### src/rtl/rr_arb_pkg.sv
// Shared constants and FSM state type for the eight-input round-robin arbiter.
// Used by rr_pick8 and rr_arbiter_8.
package rr_arb_pkg;

  localparam int N_REQ = 8;
  localparam int IDX_W = 3;

  typedef enum logic {
    ST_IDLE  = 1'b0,
    ST_GRANT = 1'b1
  } state_t;

endpackage

### src/rtl/rr_pick8.sv
// Combinational rotating-priority picker: finds the first set bit of the
// eligible vector searching upward from the pointer, wrapping 7 -> 0.
module rr_pick8
  import rr_arb_pkg::*;
(
  input  logic [N_REQ-1:0] i_elig,
  input  logic [IDX_W-1:0] i_ptr,
  output logic [N_REQ-1:0] o_pick,
  output logic [IDX_W-1:0] o_idx
);

  logic [N_REQ-1:0] w_rot;
  logic [N_REQ-1:0] w_rot_pick;
  logic [IDX_W-1:0] w_rot_idx;

  // Rotate right so that bit i_ptr becomes bit 0; plain fixed priority then
  // gives the round-robin order.
  always_comb begin
    w_rot = '0;
    for (int i = 0; i < N_REQ; i++) begin
      w_rot[i] = i_elig[IDX_W'(i) + i_ptr];
    end
  end

  assign w_rot_pick = w_rot & (~w_rot + 1'b1);

  // NOTE: blocking assignments in combinational logic; the downward loop lets
  // the lowest set bit overwrite any higher one.
  always_comb begin
    w_rot_idx = '0;
    for (int i = N_REQ - 1; i >= 0; i--) begin
      if (w_rot[i]) w_rot_idx = IDX_W'(i);
    end
  end

  always_comb begin
    o_pick = '0;
    for (int i = 0; i < N_REQ; i++) begin
      o_pick[IDX_W'(i) + i_ptr] = w_rot_pick[i];
    end
  end

  assign o_idx = w_rot_idx + i_ptr;

endmodule

### src/rtl/rr_arbiter_8.sv
// Eight-input round-robin arbiter with registered one-hot grant and valid/ack
// handshake. Define RR_ARB_STICKY_EN to latch request rising edges as pending.
module rr_arbiter_8 #(
  parameter int N_REQ = rr_arb_pkg::N_REQ
) (
  input  logic             clk,
  input  logic             rst_n,
  input  logic [N_REQ-1:0] req,
  input  logic             ack,
  output logic [N_REQ-1:0] gnt,
  output logic             gnt_valid
);

  import rr_arb_pkg::IDX_W;
  import rr_arb_pkg::state_t;
  import rr_arb_pkg::ST_IDLE;
  import rr_arb_pkg::ST_GRANT;

  state_t           r_state, w_state_nxt;
  logic [N_REQ-1:0] r_gnt, w_gnt_nxt;
  logic             r_gnt_valid, w_gnt_valid_nxt;
  logic [IDX_W-1:0] r_ptr, w_ptr_nxt;
  logic [IDX_W-1:0] r_idx, w_idx_nxt;

  logic [N_REQ-1:0] w_elig;
  logic [N_REQ-1:0] w_pick;
  logic [IDX_W-1:0] w_pick_idx;

`ifdef RR_ARB_STICKY_EN
  logic [N_REQ-1:0] r_req_q;
  logic [N_REQ-1:0] r_pending;
  logic [N_REQ-1:0] w_set;
  logic [N_REQ-1:0] w_clr;

  assign w_set  = req & ~r_req_q;
  assign w_clr  = (r_state == ST_GRANT && ack) ? r_gnt : '0;
  assign w_elig = r_pending;

  // A set landing on the bit being cleared wins, so a fresh pulse survives.
  always_ff @(posedge clk or negedge rst_n) begin
    if (!rst_n) begin
      r_req_q   <= '0;
      r_pending <= '0;
    end else begin
      r_req_q   <= req;
      r_pending <= (r_pending & ~w_clr) | w_set;
    end
  end
`else
  assign w_elig = req;
`endif

  rr_pick8 u_pick (
    .i_elig (w_elig),
    .i_ptr  (r_ptr),
    .o_pick (w_pick),
    .o_idx  (w_pick_idx)
  );

  // NOTE: every output of this block gets a default first so that no path
  // leaves a signal unassigned and infers a latch.
  always_comb begin
    w_state_nxt     = r_state;
    w_gnt_nxt       = r_gnt;
    w_gnt_valid_nxt = r_gnt_valid;
    w_ptr_nxt       = r_ptr;
    w_idx_nxt       = r_idx;
    case (r_state)
      ST_IDLE: begin
        if (|w_elig) begin
          w_state_nxt     = ST_GRANT;
          w_gnt_nxt       = w_pick;
          w_gnt_valid_nxt = 1'b1;
          w_idx_nxt       = w_pick_idx;
        end
      end
      ST_GRANT: begin
        if (ack) begin
          w_state_nxt     = ST_IDLE;
          w_gnt_nxt       = '0;
          w_gnt_valid_nxt = 1'b0;
          w_ptr_nxt       = r_idx + 1'b1;
        end
      end
      default: w_state_nxt = ST_IDLE;
    endcase
  end

  // NOTE: asynchronous reset clears the grant immediately, keeping the
  // encoder input legal without waiting for a clock edge.
  always_ff @(posedge clk or negedge rst_n) begin
    if (!rst_n) begin
      r_state     <= ST_IDLE;
      r_gnt       <= '0;
      r_gnt_valid <= 1'b0;
      r_ptr       <= '0;
      r_idx       <= '0;
    end else begin
      r_state     <= w_state_nxt;
      r_gnt       <= w_gnt_nxt;
      r_gnt_valid <= w_gnt_valid_nxt;
      r_ptr       <= w_ptr_nxt;
      r_idx       <= w_idx_nxt;
    end
  end

  assign gnt       = r_gnt;
  assign gnt_valid = r_gnt_valid;

endmodule

### config.mk
export PLATFORM = sky130hd
export DESIGN_NAME = rr_arbiter_8
export DESIGN_NICKNAME = d
export VERILOG_FILES = /design/src/rtl/rr_arb_pkg.sv /design/src/rtl/rr_pick8.sv /design/src/rtl/rr_arbiter_8.sv
export SDC_FILE = /design/constraint.sdc
export NUM_CORES = 1
export LEC_CHECK = 0
export CAP_MARGIN = 10
export CORE_ASPECT_RATIO = 0.75
export CORE_UTILIZATION = 48
export DETAILED_ROUTE_END_ITERATION = 16
export PLACE_DENSITY = 0.69
export SETUP_SLACK_MARGIN = 0.4
export SLEW_MARGIN = 20
export SYNTH_ARGS = -nofsm -noshare
export SYNTH_HDL_FRONTEND = slang
export SYNTH_SLANG_ARGS = --single-unit
### constraint.sdc
create_clock -name clk -period 6.4 [get_ports clk]
set_clock_uncertainty 0.15 [all_clocks]
set_input_delay 1.28 -clock clk [delete_from_list [all_inputs] [get_ports clk]]
set_output_delay 1.28 -clock clk [all_outputs]
set_load 0.02 [all_outputs]
==> impl_summary.txt, run 1 <==
----------------------------------------------------
[Run status]
  Run status ... finished clean

[Placement]
  Worst slack at placement ... roughly 1.8 ns
  Number of buffers added on ports ... 19
  Detail Placement HPWL ... between 4000 and 5000 microns
  Final weighted congestion in routability-driven placement ... 0.9311
  Cell Count Post-Placement ... 303

[Min path]
  Launch point of the worst hold path ... gnt_valid
  Hold path depth ... 2
  Class of the worst hold path ... reg2reg

[Power]
  Total internal power ... 621.3 uW
  Peak supply drop ... ~0.00024 V
  Combinational power share ... 79.1%
  Leakage power total ... 0.0008693 uW
  Cell Pwr Density ... between 500 and 600 mW/mm^2
  Clock power share ... 6.6%
  Sequential cell fraction of total power ... ~14%
  Fraction of power spent switching nets ... 54.36%
  Total net switching power ... 739.9 uW

[Clock network]
  Clock latency at the later pin of the worst-skew pair ... 0.25 ns
  Count of hold buffers inserted by post-cts repair ... 0
  TritonCTS clock tree ... done
  # H-tree levels ... 1
  Resized Gates After CTS ... 0
  Number of clock sinks ... 16
  Clock transition at the register clock pins on the worst setup and hold paths after CTS ... 0.06 ns
  Setup repair bufs after CTS ... 0
  Largest buffer count on any clock path ... 2
  Cell chosen for the clock root ... clkbuf_8
  Number of buffers created by CTS ... 3

[Detailed routing]
  Number of design-rule violations left by the first detailed-router iteration ... 230
  Via count of the routed design ... 2076
  Mean routed wirelength per cell ... 18.58 microns
  Pre-Repair DR Iteration Count ... 5
  Antenna violation net count after detailed routing ... 0
  Number of remaining DRC errors ... 0
  Final wirelength ... 5703 microns
  Via-per-instance ratio ... 6.762

[Worst setup path]
  Count of buffer and inverter cells on the critical path ... 5
  Type of the worst setup path ... reg2reg
  Category of the worst setup path launch point ... flop
  Worst EP arrival ... 4.62 ns
  Critical Path RT ... 6.36 ns
  Register-to-Register Path Depth ... 16
  Largest incremental delay on the critical path ... 0.77 ns
  Cells traversed along the worst timing path ... buf_4 > inv_1 > buf_4 > ha_1 > clkinv_1 > mux4_2 > nand2b_1 > nand2_1 > a21oi_1 > o31ai_1 > ha_1 > inv_1 > fa_1 > xor2_1 > xnor2_1 > o21ai_0
  Logic depth of the worst path, buffers included ... 16
  Worst-path maximum fanout ... 35
  Kind of capture point of the worst setup path ... flop
  Crit path max-delay family ... adder cells
  Origin of the worst setup path ... r_ptr[0]
  Highest-delay cell along the critical path ... ha_1
  FF-to-FF Start ... r_ptr[0]

[Synth]
  Cell accounting for the most synthesized area ... dfrtp_1
  Post-synthesis instance total ... approximately 250
  Post-synth net total ... 266
  Number of warnings reported in the yosys synthesis log ... 0
  Commonest register cell after synthesis ... dfrtp_1
  Flip-flop and latch count after synthesis ... 16
  Area share of the leading cell type in the synthesized netlist ... between 10% and 20%
  Netlist area before placement ... about 0.0021 sq mm
  Top cells by count, synth ... 30 x nand2_1, 19 x nor2_1, 16 x dfrtp_1
  Number of library cell types mapped by synthesis ... 63
  Average instance area after synthesis ... between 8 and 9 sq um
  Seq/Total Area, Yosys ... 18.96%
  Cell with the most instances after synthesis ... nand2_1
  Number of enable flip-flop cells after synthesis ... 0
  Cell types occupying the most area after synthesis ... dfrtp_1 19%, mux4_2 12%, nand2_1 5.3%, ha_1 4.7%, mux2i_1 4.3%
  Async set or reset register ratio after synthesis ... between 90% and 100%

[Global routing]
  Global route total overflow ... 0
  Initial antenna violation count ... 0
  GRT Overall Usage ... a little over a quarter
  Wire length of the first global-routing pass ... 9528 microns
  Largest net degree at the start of global routing ... 36
  Number of global-route vias before repair ... 1830

[Timing]
  Period utilization ... 72.82%
  Final critical path time including I/O delays and setup ... around 4.7 ns
  Worst hold slack across all endpoints ... 0.3291 ns
  Unrepaired setup endpoints after global routing ... no
  Setup Viol. Count Final ... 0
  Number of hold violations in the final report ... 0
  Final total negative setup slack ... 0 ns
  Minimum setup slack in the final design ... 1.739 ns
  Maximum clock rate ... 214.6 MHz
  Number of pins exceeding their max-slew limit in the final report ... 0
  Max-slew headroom at the worst pin ... 40.44%
  Actual transition at the worst max-transition pin ... 0.8709 ns

[Cells and area]
  Area added between synthesis and finish ... 11.14%
  Filler-free cell count of the finished design ... 307
  Fraction of final layout cells with drive strength greater than 1 ... between 10% and 20%
  Number of inserted filler cells in the final layout ... 373
  Number of antenna repair diodes ... 0
  Net count of the finished layout ... 273

[Floorplanning]
  Initial core utilization ... 51.15%
  Core area ... 0.004129 sq mm
  Die X-Extent ... 78.60 microns
  Placement Rows ... 20
  Die height ... 59.45 microns
  I/O pins ... 20
  Total die area ... 0.004672 sq mm

[Run]
  Number of maximum-capacitance violations ... 0

----------------------------------------------------
final cells by class:
class	instances	area [sq um]	share of cell area, %
multi-input cells	204	1592	67.80
flip-flops and latches	16	400.4	17.06
repair buffers	21	205.2	8.742
well taps	55	68.82	2.932
clock buffers	4	55.05	2.345
inverters	7	26.28	1.119
worst min-delay path, stage by stage, from the launching register on:
cell     delay [ns]
dfrtp_1        0.34
nand2_1        0.05
nand2_1        0.05
final timing paths:
| check | slack, ns | endpoint |
|---|---|---|
| hold reg to reg | 0.33 | gnt_valid |
| min in group asynchronous | 1.31 | r_ptr[0] |
| max in group asynchronous | 4.33 | gnt[6] |
| hold / removal | 0.33 | gnt_valid |
| setup / recovery | 1.74 | r_idx[2] |
| setup reg to reg | 1.74 | r_idx[2] |
power by group through the flow:
stage | registers, uW | clock network [uW] | logic (uW)
floorplan | 199 | 0 | 824
global placement | 195 | 0 | 1060
detailed placement | 196 | 0 | 1050
CTS | 194 | 90.3 | 1060
global route | 201 | 95.1 | 1170
finish | 194 | 90.1 | 1080
routing by layer:
| metal | vias up | wire length [microns] | GRT usage, % |
|---|---|---|---|
| li1 | 962 | - | - |
| met1 | 981 | 2682 | 41.04 |
| met2 | 123 | 2405 | 39.25 |
| met3 | 10 | 547 | 3.538 |
| met4 | 0 | 68 | 6.349 |
| met5 | - | 0 | 0 |
sequential cells by signal, indices dropped and copies added (netlist names):
name / cells
r_idx: 3
r_state: 1
gnt: 8
r_ptr: 3
gnt_valid: 1
per-stage QoR:
| step | total power, uW | instance area (sq um) | utilization (%) |
|---|---|---|---|
| 2_1_floorplan | 1023 | 2112 | - |
| 5_1_grt | 1471 | 2347 | 56.85 |
| 6_report | 1361 | 2347 | 56.85 |
| 4_1_cts | 1342 | 2347 | 56.85 |
| 3_3_place_gp | 1259 | 2292 | 55.52 |
| 3_5_place_dp | 1250 | 2292 | 55.52 |
cell families (layout without fill, tap and decap cells):
kind of cell / count (synthesis) / in the layout / synth area share (%)
AOI/OAI and AO/OA: 70 / 70 / 24.47
xor gates and xnor gates: 7 / 7 / 3.259
adders and majority gates: 9 / 9 / 5.687
buffers and inverters: 26 / 32 / 5.686
DFF: 16 / 16 / 18.96
muxes: 26 / 26 / 19.37
and+or+nand+nor: 92 / 92 / 22.57
layout by cell type, fill, tap and decap left out, drive strengths merged, types with 4 or more instances in the layout:
cell type      instances
mux4                  11
nor2b                  4
a21oi                 12
nand2b                 4
nand3                 14
ha                     8
mux2i                  9
clkbuf                 4
dfrtp                 16
nor3                   4
nand2                 31
a221oi                 4
xor2                   4
clkdlybuf4s50         19
nor4                   5
nor2                  19
a22oi                  4
mux2                   6
o21ai                 14
nand4                  4
o31ai                  5
inv                    6
Power figures use the tool's default switching activity.
==> inputs of run 2 (changes only) <==
--- a/config.mk
+++ b/config.mk
@@ -9,7 +9,7 @@
 export CORE_ASPECT_RATIO = 0.75
 export CORE_UTILIZATION = 48
 export DETAILED_ROUTE_END_ITERATION = 16
-export PLACE_DENSITY = 0.69
+export PLACE_DENSITY = 0.71
 export SETUP_SLACK_MARGIN = 0.4
 export SLEW_MARGIN = 20
 export SYNTH_ARGS = -nofsm -noshare
==> constraint.sdc (replaced) <==
create_clock -name clk -period 4 [get_ports clk]
set_clock_uncertainty 0.15 [all_clocks]
set_input_delay 0.8 -clock clk [delete_from_list [all_inputs] [get_ports clk]]
set_output_delay 0.8 -clock clk [all_outputs]
set_load 0.02 [all_outputs]
==> run 2 against run 1 <==
Non-clock buffer count is 18 higher. Die area unchanged. Final area rose by 9.5%. Sequential share of layout area decreased by 1.4 points. Critical path depth shrank 3. Maximum frequency up 37%. Clock-buffer cell count is the same. Combinational power increased by 87%. Power up 81%. Final cell count is 5.9% higher. Wire length is 6.9% higher. Utilization grew 5.4 points.
==> impl_summary.txt, run 2 (synthesized netlist as in run 1, its figures left out) <==
----------------------------------------------------
[Clock network]
  Clock transition at the register clock pins on the worst setup and hold paths after CTS ... 0.07 ns (was 0.06 ns)
  Setup repair bufs after CTS ... 0 (unchanged)
  TritonCTS clock tree ... done (unchanged)
  Number of buffers created by CTS ... 3 (unchanged)
  Count of hold buffers inserted by post-cts repair ... 0 (unchanged)
  Cell chosen for the clock root ... clkbuf_8 (unchanged)
  Clock latency at the later pin of the worst-skew pair ... 0.25 ns (about the same)
  Largest buffer count on any clock path ... 2 (unchanged)
  Number of clock sinks ... 16 (unchanged)
  # H-tree levels ... 1 (unchanged)

[Cells and area]
  Fraction of final layout cells with drive strength greater than 1 ... 22.96% (was 12.70%)
  Filler-free cell count of the finished design ... 325 (was 307)
  Area added between synthesis and finish ... 21.68% (was 11.14%)
  Fin area ... 0.002570 sq mm (was 0.002347 sq mm)
  Number of inserted filler cells in the final layout ... 360 (was 373)
  Sequential cell area in the final layout ... 401.6 sq um (was 400.4 sq um)
  Number of flip-flops in the largest register ... 8 (unchanged)
  Most frequent standard cell in the layout excluding fill and tap cells ... nand2_1 (unchanged)
  Commonest cells after routing, fill and taps aside ... 30 x nand2_1, 20 x buf_4, 19 x nor2_1 (was 30 x nand2_1, 19 x nor2_1, 19 x clkdlybuf4s50_1)
  Area occupied by multi-input gates ... 0.001655 sq mm (was 0.001592 sq mm)
  Number of antenna repair diodes ... 0 (unchanged)
  Net count of the finished layout ... 291 (was 273)

[Floorplanning]
  Die X-Extent ... 78.60 microns (unchanged)
  Total die area ... 0.004672 sq mm (unchanged)
  Die height ... 59.45 microns (unchanged)
  Core area ... 0.004129 sq mm (unchanged)
  I/O pins ... 20 (unchanged)
  Initial core utilization ... 51.15% (unchanged)
  Placement Rows ... 20 (unchanged)

[Global routing]
  Number of global-route vias before repair ... 1980 (was 1830)
  Global route total overflow ... 0 (unchanged)
  Largest net degree at the start of global routing ... 22 (was 36)
  Wire length of the first global-routing pass ... 10070 microns (was 9528 microns)
  GRT Overall Usage ... 28.41% (was 26.67%)
  Initial antenna violation count ... 0 (unchanged)

[Worst setup path]
  Origin of the worst setup path ... r_ptr[2] (was r_ptr[0])
  Worst EP arrival ... 3.42 ns (was 4.62 ns)
  Worst R2R End ... r_idx[2] (unchanged)
  Critical Path RT ... 4.03 ns (was 6.36 ns)
  Type of the worst setup path ... reg2reg (unchanged)
  FF-to-FF Start ... r_ptr[2] (was r_ptr[0])
  Kind of capture point of the worst setup path ... flop (unchanged)
  Flop2flop setup slack ... 0.61 ns (was 1.74 ns)
  Register-to-Register Path Depth ... 13 (was 16)
  Worst-path maximum fanout ... 10 (was 35)
  Termination of the worst setup path ... r_idx[2] (unchanged)
  Category of the worst setup path launch point ... flop (unchanged)

[Detailed routing]
  Mean routed wirelength per cell ... 18.76 microns (was 18.58 microns)
  Final wirelength ... 6097 microns (was 5703 microns)
  Via count of the routed design ... 2175 (was 2076)
  Antenna violation net count after detailed routing ... 0 (unchanged)
  Via-per-instance ratio ... 6.692 (was 6.762)
  Number of design-rule violations left by the first detailed-router iteration ... 244 (was 230)
  Pre-Repair DR Iteration Count ... 5 (unchanged)
  Number of remaining DRC errors ... 0 (unchanged)

[Timing]
  Worst hold slack across all endpoints ... 0.3314 ns (was 0.3291 ns)
  Actual transition at the worst max-transition pin ... 0.7135 ns (was 0.8709 ns)
  Number of hold violations in the final report ... 0 (unchanged)
  Max-slew headroom at the worst pin ... 52.28% (was 40.44%)
  Maximum clock rate ... 295.0 MHz (was 214.6 MHz)
  Unrepaired setup endpoints after global routing ... no (unchanged)
  Period utilization ... 84.76% (was 72.82%)
  Number of pins exceeding their max-slew limit in the final report ... 0 (unchanged)
  Final total negative setup slack ... 0 ns (unchanged)
  Final critical path time including I/O delays and setup ... 3.390 ns (was 4.661 ns)
  Setup Viol. Count Final ... 0 (unchanged)

[Power]
  Combinational power share ... 82.0% (was 79.1%)
  Total net switching power ... 1279 uW (was 739.9 uW)
  Sequential cell fraction of total power ... 12.1% (was 14.2%)
  Leakage power total ... 0.001034 uW (was 0.0008693 uW)
  Cell Pwr Density ... 958.2 mW/mm^2 (was 579.9 mW/mm^2)
  Peak supply drop ... 0.0009198 V (was 0.0002437 V)
  Total internal power ... 1184 uW (was 621.3 uW)
  Fraction of power spent switching nets ... 51.93% (was 54.36%)
  Clock power share ... 5.9% (was 6.6%)

[Placement]
  Number of buffers added on ports ... 19 (unchanged)
  Final weighted congestion in routability-driven placement ... 1.007 (was 0.9311)
  Cell area after placement ... 0.002474 sq mm (was 0.002292 sq mm)
  Detail Placement HPWL ... 4659 microns (was 4342 microns)
  Cell Count Post-Placement ... 321 (was 303)

[Run status]
  Run status ... finished clean (unchanged)

[Run]
  Number of maximum-capacitance violations ... 0 (unchanged)

[Min path]
  Class of the worst hold path ... reg2reg (unchanged)

----------------------------------------------------
[run 2: cell count changes in the layout (fill, tap and decap cells not counted), moves of 2 or more]
| cell | before | now |
|---|---|---|
| buf_4 | 2 | 20 |
| mux2i_2 | 0 | 4 |
| ha_1 | 8 | 6 |
| mux2i_1 | 9 | 5 |
| clkdlybuf4s50_1 | 19 | 11 |
| dlymetal6s2s_1 | 0 | 8 |
[run 2: critical path, stage by stage (launching register included)]
cell and delay [ns]:
dfrtp_1 0.73, inv_1 0.22, ha_1 0.40, mux2i_2 0.34, nand2b_4 0.09, nand2_1 0.06, a21oi_1 0.06, o31ai_1 0.24
ha_2 0.21, inv_1 0.05, fa_2 0.33, xor2_1 0.15, xnor2_1 0.14, o21ai_0 0.14
[run 2: final cells by class]
class	count	area share [%]
inverter	7	1.120
multi-input combinational	204	64.41
timing repair buffer	39	14.02
sequential	16	15.63
clock buffer	4	2.142
tap	55	2.678
[run 2: what timing repair did]
action                     CTS  global route
pin swaps                    0             1
setup endpoints to repair    1             6
gates resized for setup      3            11
[run 2: how the worst min path moves through the flow]
stage          slack [ns]       from         to  depth (start not counted)
5_1_grt              0.37     gnt[2]     gnt[2]                          2
2_1_floorplan        0.30   r_idx[1]   r_idx[1]                          2
6_report             0.33  gnt_valid  gnt_valid                          2
3_5_place_dp         0.32  gnt_valid  gnt_valid                          2
4_1_cts              0.33  gnt_valid  gnt_valid                          2
3_3_place_gp         0.31  gnt_valid  gnt_valid                          2
[run 2: through the flow]
stage                     util [%]  setup slack, ns  power (uW)
after global placement       59.91           0.1879        2240
after global routing         62.24           0.4021        2628
final                        62.24           0.6098        2463
after detailed placement     59.91           0.1102        2243
after CTS                    61.52           0.4003        2411
after floorplan                  -           0.2437        1726
[run 2: power by group through the flow]
stage               Combinational (uW)  Clock, uW  Sequential (uW)
floorplan                         1400          0              323
global placement                  1940          0              299
detailed placement                1940          0              301
CTS                               1960        148              298
global route                      2170        153              309
finish                            2020        144              299
[run 2: layer usage]
metal  track usage [%]  up-vias  wire length, microns
met1             42.46     1034                  2701
li1                  -      989                     -
met2             40.37      142                  2559
met4             6.349        0                    71
met5                 0        -                     0
met3             7.692       10                   765
==> inputs of run 3 (changes only) <==
==> constraint.sdc (replaced) <==
create_clock -name clk -period 2.95 [get_ports clk]
set_clock_uncertainty 0.15 [all_clocks]
set_input_delay 0.59 -clock clk [delete_from_list [all_inputs] [get_ports clk]]
set_output_delay 0.59 -clock clk [all_outputs]
set_load 0.02 [all_outputs]
==> run 3 against run 2 <==
The run now ends with setup timing left. Highest routed layer unchanged. Worst setup slack worse by 0.82 ns. Critical path depth down 1. Combinational power up 75%. Sequential power up 40%. Sequential share of layout area down 2.5 points. Die area unchanged. Critical endpoint is now gnt[5]. Wire length up 20%. Register-to-register slack worse by 0.82 ns. Utilization up 12 points. Global-route usage up 5.0 points. Clock power up 40%. First-iteration DRC count up 31%.
==> impl_summary.txt, run 3 (synthesized netlist as in run 1, its figures left out) <==
----------------------------------------------------
[Worst setup path]
  Termination of the worst setup path ... gnt[5] (was r_idx[2])
  Critical Path RT ... 2.99 ns (was 4.03 ns)
  Largest incremental delay on the critical path ... 0.51 ns (was 0.73 ns)
  Worst EP arrival ... 3.19 ns (was 3.42 ns)
  Origin of the worst setup path ... r_ptr[0] (was r_ptr[2])
  Cells traversed along the worst timing path ... buf_12 > buf_4 > mux2_4 > mux4_2 > o2bb2ai_4 > buf_4 > buf_4 > nor4b_4 > buf_4 > nand2_1 > and3_1 > o21ai_1 (was inv_1 > ha_1 > mux2i_2 > nand2b_4 > nand2_1 > a21oi_1 > o31ai_1 > ha_2 > inv_1 > fa_2 > xor2_1 > xnor2_1 > o21ai_0)
  Worst R2R End ... gnt[5] (was r_idx[2])
  FF-to-FF Start ... r_ptr[0] (was r_ptr[2])
  Worst-path maximum fanout ... 12 (was 10)
  Category of the worst setup path launch point ... flop (unchanged)
  Count of buffer and inverter cells on the critical path ... 5 (was 2)
  Cell occurring most often along the worst timing path ... buf_4 (was inv_1)
  Logic depth of the worst path, buffers included ... 12 (was 13)
  Flop2flop setup slack ... -0.21 ns (was 0.61 ns)
  Type of the worst setup path ... reg2reg (unchanged)
  Register-to-Register Path Depth ... 12 (was 13)
  Kind of capture point of the worst setup path ... flop (unchanged)
  Crit path max-delay family ... multiplexers (was adder cells)
  Highest-delay cell along the critical path ... mux4_2 (was dfrtp_1)

[Clock network]
  Number of buffers created by CTS ... 3 (unchanged)
  Clock transition at the register clock pins on the worst setup and hold paths after CTS ... 0.07 ns (about the same)
  Cell chosen for the clock root ... clkbuf_8 (unchanged)
  Number of clock sinks ... 16 (unchanged)
  Largest buffer count on any clock path ... 2 (unchanged)
  TritonCTS clock tree ... done (unchanged)
  Clock latency at the later pin of the worst-skew pair ... 0.26 ns (was 0.25 ns)
  # H-tree levels ... 1 (unchanged)

[Timing]
  Maximum clock rate ... 316.6 MHz (was 295.0 MHz)
  Period utilization ... 107.1% (was 84.76%)
  Number of pins exceeding their max-slew limit in the final report ... 0 (unchanged)
  Unrepaired setup endpoints after global routing ... yes (was no)
  Final critical path time including I/O delays and setup ... 3.159 ns (was 3.390 ns)
  Minimum setup slack in the final design ... -0.2088 ns (was 0.6098 ns)
  Number of hold violations in the final report ... 0 (unchanged)
  Max-slew headroom at the worst pin ... 47.04% (was 52.28%)
  Actual transition at the worst max-transition pin ... 0.7919 ns (was 0.7135 ns)
  Setup Viol. Count Final ... 10 (was 0)

[Detailed routing]
  Number of design-rule violations left by the first detailed-router iteration ... 320 (was 244)
  Antenna violation net count after detailed routing ... 0 (unchanged)
  Pre-Repair DR Iteration Count ... 6 (was 5)
  Final wirelength ... 7315 microns (was 6097 microns)
  Via-per-instance ratio ... 6.361 (was 6.692)
  Via count of the routed design ... 2449 (was 2175)
  Number of remaining DRC errors ... 0 (unchanged)
  Mean routed wirelength per cell ... 19.00 microns (was 18.76 microns)

[Power]
  Total net switching power ... 1987 uW (was 1279 uW)
  Peak supply drop ... 0.001253 V (was 0.0009198 V)
  Leakage power total ... 0.001292 uW (was 0.001034 uW)
  Clock power share ... 4.9% (was 5.9%)
  Total internal power ... 2167 uW (was 1184 uW)
  Fraction of power spent switching nets ... 47.83% (was 51.93%)
  Sequential cell fraction of total power ... 10.1% (was 12.1%)
  Combinational power share ... 85.1% (was 82.0%)
  Cell Pwr Density ... 1350 mW/mm^2 (was 958.2 mW/mm^2)

[Cells and area]
  Area added between synthesis and finish ... 45.73% (was 21.68%)
  Net count of the finished layout ... 351 (was 291)
  Number of flip-flops in the largest register ... 8 (unchanged)
  Commonest cells after routing, fill and taps aside ... 75 x buf_4, 29 x nand2_1, 19 x nor2_1 (was 30 x nand2_1, 20 x buf_4, 19 x nor2_1)
  Most frequent standard cell in the layout excluding fill and tap cells ... buf_4 (was nand2_1)
  End-of-flow core utilization ... 74.55% (was 62.24%)
  Fraction of final layout cells with drive strength greater than 1 ... 40.61% (was 22.96%)
  Number of antenna repair diodes ... 0 (unchanged)

[Global routing]
  GRT Overall Usage ... 33.39% (was 28.41%)
  Wire length of the first global-routing pass ... 11770 microns (was 10070 microns)
  Largest net degree at the start of global routing ... 21 (was 22)
  Global route total overflow ... 0 (unchanged)
  Number of global-route vias before repair ... 2346 (was 1980)
  Initial antenna violation count ... 0 (unchanged)

[Run]
  Number of maximum-capacitance violations ... 0 (unchanged)

[Placement]
  Final weighted congestion in routability-driven placement ... 0.9677 (was 1.007)
  Worst slack at placement ... -0.6405 ns (was 0.1102 ns)
  Number of buffers added on ports ... 19 (unchanged)
  Detail Placement HPWL ... 5365 microns (was 4659 microns)

[Floorplanning]
  Initial core utilization ... 51.15% (unchanged)
  Core area ... 0.004129 sq mm (unchanged)
  I/O pins ... 20 (unchanged)
  Total die area ... 0.004672 sq mm (unchanged)
  Placement Rows ... 20 (unchanged)
  Die height ... 59.45 microns (unchanged)
  Die X-Extent ... 78.60 microns (unchanged)

[Min path]
  Class of the worst hold path ... reg2reg (unchanged)

[Run status]
  Run status ... complete, but fails checks (was finished clean)
  Violated checks ... setup timing

----------------------------------------------------
-- run 3: cell types whose count changed in the layout (fill, tap and decap cells not counted), moves of 2 or more --
cell / change
o21ai_1: +2
dlymetal6s2s_1: -8
buf_4: +55
inv_2: +2
nand2b_1: -2
inv_1: -2
o21ai_2: +2
dlygate4sd2_1: +8
buf_6: +4
o21ai_0: -4
-- run 3: power groups by stage --
stage,Clock (uW),Sequential [uW],Combinational [uW]
3_5_place_dp,0,404,3060
3_3_place_gp,0,399,3030
6_report,202,418,3530
5_1_grt,212,427,3770
4_1_cts,204,412,3330
2_1_floorplan,0,438,1910
-- run 3: worst min-delay path by stage --
stage / start / to / slack [ns] / depth (start not counted)
2_1_floorplan: rst_n / gnt[0] / 0.14 / 0
3_3_place_gp: gnt_valid / gnt_valid / 0.31 / 2
3_5_place_dp: gnt[2] / gnt[2] / 0.32 / 2
4_1_cts: gnt[2] / gnt[2] / 0.34 / 2
5_1_grt: gnt[2] / gnt[2] / 0.35 / 2
6_report: gnt[2] / gnt[2] / 0.33 / 2
-- run 3: area by class of cell --
type	count	area, sq um
clock buffer	4	55.05
inverter	7	28.78
sequential	16	402.9
multi-input combinational	204	1714
fill	293	1051
tap	55	68.82
timing repair buffer	99	808.3
-- run 3: per-stage QoR --
step / setup TNS [ns] / power, uW / area [sq um] / instances / hold WS (ns)
after floorplan: -4.089 / 2343 / 2190 / 246 / 0.1444
after global routing: -2.207 / 4407 / 3078 / 385 / 0.3509
after detailed placement: -5.242 / 3461 / 2826 / 368 / 0.3207
after global placement: -4.363 / 3429 / 2826 / 368 / 0.3103
after CTS: -0.4183 / 3948 / 3020 / 382 / 0.3375
final: -1.312 / 4154 / 3078 / 385 / 0.3340
-- run 3: what timing repair did --
item / CTS / global route
gates resized for setup: 32 / 9
endpoints found under the setup margin: 11 / 11
buffers inserted: 10 / 3
pin swaps: 4 / 2
hold buffers: 0 / 0
-- run 3: layer usage --
metal	vias to the layer above	GRT usage [%]	wire length (microns)
li1	1113	-	-
met1	1158	46.03	3192
met2	154	53.17	3154
met3	24	8.769	832
met4	0	6.614	136
met5	-	0	0
-- run 3: tightest hold or removal path: stages (launching register included) --
cell and delay (ns):
dfrtp_1 0.34, nand2_1 0.06, o31ai_1 0.05
==> RTL edit: new RTL, settings of run 3 <==
Build with the macro `RR_ARB_STICKY_EN` defined.
--- a/src/rtl/rr_arbiter_8.sv
+++ b/src/rtl/rr_arbiter_8.sv
@@ -1,5 +1,7 @@
 // Eight-input round-robin arbiter with registered one-hot grant and valid/ack
 // handshake. Define RR_ARB_STICKY_EN to latch request rising edges as pending.
+`define RR_ARB_STICKY_EN
+
 module rr_arbiter_8 #(
   parameter int N_REQ = rr_arb_pkg::N_REQ
 ) (
Formal check against the unedited RTL: not equivalent (Yosys sat finds a counterexample within 4 cycles, from zero or initial values and one cycle with rst_n low).
==> RTL edit against run 3 <==
The flow still finishes with violations (negative setup slack); area after synthesis increased by 17%; critical path type unchanged; sequential cell count rose by 16; cell area increased by 10%; total power decreased by 7.7%; routed wire length grew 6.3%; setup slack improved by 2.4 ps.
==> RTL edit: results (changes against run 3) <==
Setup path
  – CP delay by family, top: adder cells
  – Worst R2R Path Depth: 14 (+2)
  – R2R Path Start: r_ptr[1]
  – CP endpoint: r_idx[2]
  – RR Endpoint: r_idx[2]
  – CP arrival: 3180 ps (about the same)
  – Crit path max fanout: 4 (-8)
  – CP max stage delay: 540 ps (+30 ps)

Clock network
  – Later-pin clock latency in the skew report: 280 ps (+20 ps)
  – # H-tree levels: 2 (+1)
  – CTS Buf Count: 5 (+2)

Detailed routing
  – Drt wl/cell: 19.7 µm (+3.9%)
  – WL met1: 3450 µm (+8.0%)
  – Via count: 2510 (+2.5%)
  – Metal3 WL: 727 µm (-13%)
  – First DRT Iteration DRCs: 278 (-13%)
  – First-pass iteration count of the detailed router: 7 (+1)
  – Via density per instance: 6.37 (+0.15%)

Global routing
  – Met2 Usage GRT: 46.5% (-6.6 points)
  – Largest net degree at the start of global routing: 33 (+57%)
  – Overall Global Routing Usage: 30.7% (-2.7 points)
  – GRT met3 Usage: 8.66% (-0.11 points)
  – First-pass GRT wire length: 12600 µm (+6.9%)

Status
  – Violated checks: negative setup slack
  – Outcome: complete, but fails checks

Worst hold path
  – Hold/Removal Path Class: reg2reg
  – Worst Hold End: r_pending[2]
  – HP Start: r_req_q[2]
  – Hold depth: 1 (-1)

Yosys
  – Mapped Cells: 269 (+9.3%)
  – Commonest cells in the netlist: nand2_1, dfrtp_1, nor2_1, o21ai_0, inv_1
  – XOR/XNOR Fraction of Synth Area: 2.48% (-0.78 points)
  – Post-synthesis mux area share: 15.6% (-3.8 points)
  – Register area share after synthesis: 32.4% (+13 points)
  – Synth Area in Compound Gates: 20.9% (-3.6 points)
  – Post-synthesis adder-cell area fraction: 4.86% (-0.82 points)
  – Synth top area cells: dfrtp_1, mux4_2, nand2_1

Place
  – Worst slack at placement: -296 ps (+345 ps)
  – Post-DP HPWL: 5550 µm (+3.5%)
  – Placed cell count: 377 (+2.4%)
  – Post-place instance area: 3040 µm² (+7.7%)
  – Placer Congestion: 0.920 (-4.9%)

STA
  – # setup viols final: 10 (unchanged)
  – Final setup margin: -206 ps (+2.37 ps)
  – Slew HR: 46.0% (-1.0 points)
  – Hold WS: 266 ps (-68.4 ps)
  – Setup_tns: -942 ps (+370 ps)

Power and ir drop
  – Max VDD drop: 464 µV (-63%)
  – Leakage power: 1.37 nW (+6.2%)

Cells and area
  – Fraction of layout cells with a size suffix above 1: 34.1% (-6.5 points)
## RTL edit: power by group through the flow
stage | Clock, W | Sequential (W) | Combinational, W
5_1_grt | 0.000447 | 0.000739 | 0.00286
3_5_place_dp | 0 | 0.000717 | 0.00227
4_1_cts | 0.000418 | 0.000710 | 0.00244
6_report | 0.000417 | 0.000721 | 0.00270
2_1_floorplan | 0 | 0.000725 | 0.00147
3_3_place_gp | 0 | 0.000710 | 0.00225
## RTL edit: cell type report
class | instances | area, µm²
multi-input combinational | 209 | 1740
fill | 367 | 1540
tap | 60 | 75.1
sequential | 32 | 802
timing repair buffer | 69 | 584
clock buffer | 6 | 72.6
clock inverter | 2 | 35.0
inverter | 16 | 72.6
## RTL edit: what timing repair did
| action | 4_1_cts | 5_1_grt |
|---|---|---|
| endpoints found under the setup margin | 11 | 11 |
| gates resized for setup | 16 | 20 |
| buffers inserted | 6 | 3 |
| pin swaps | 9 | 11 |
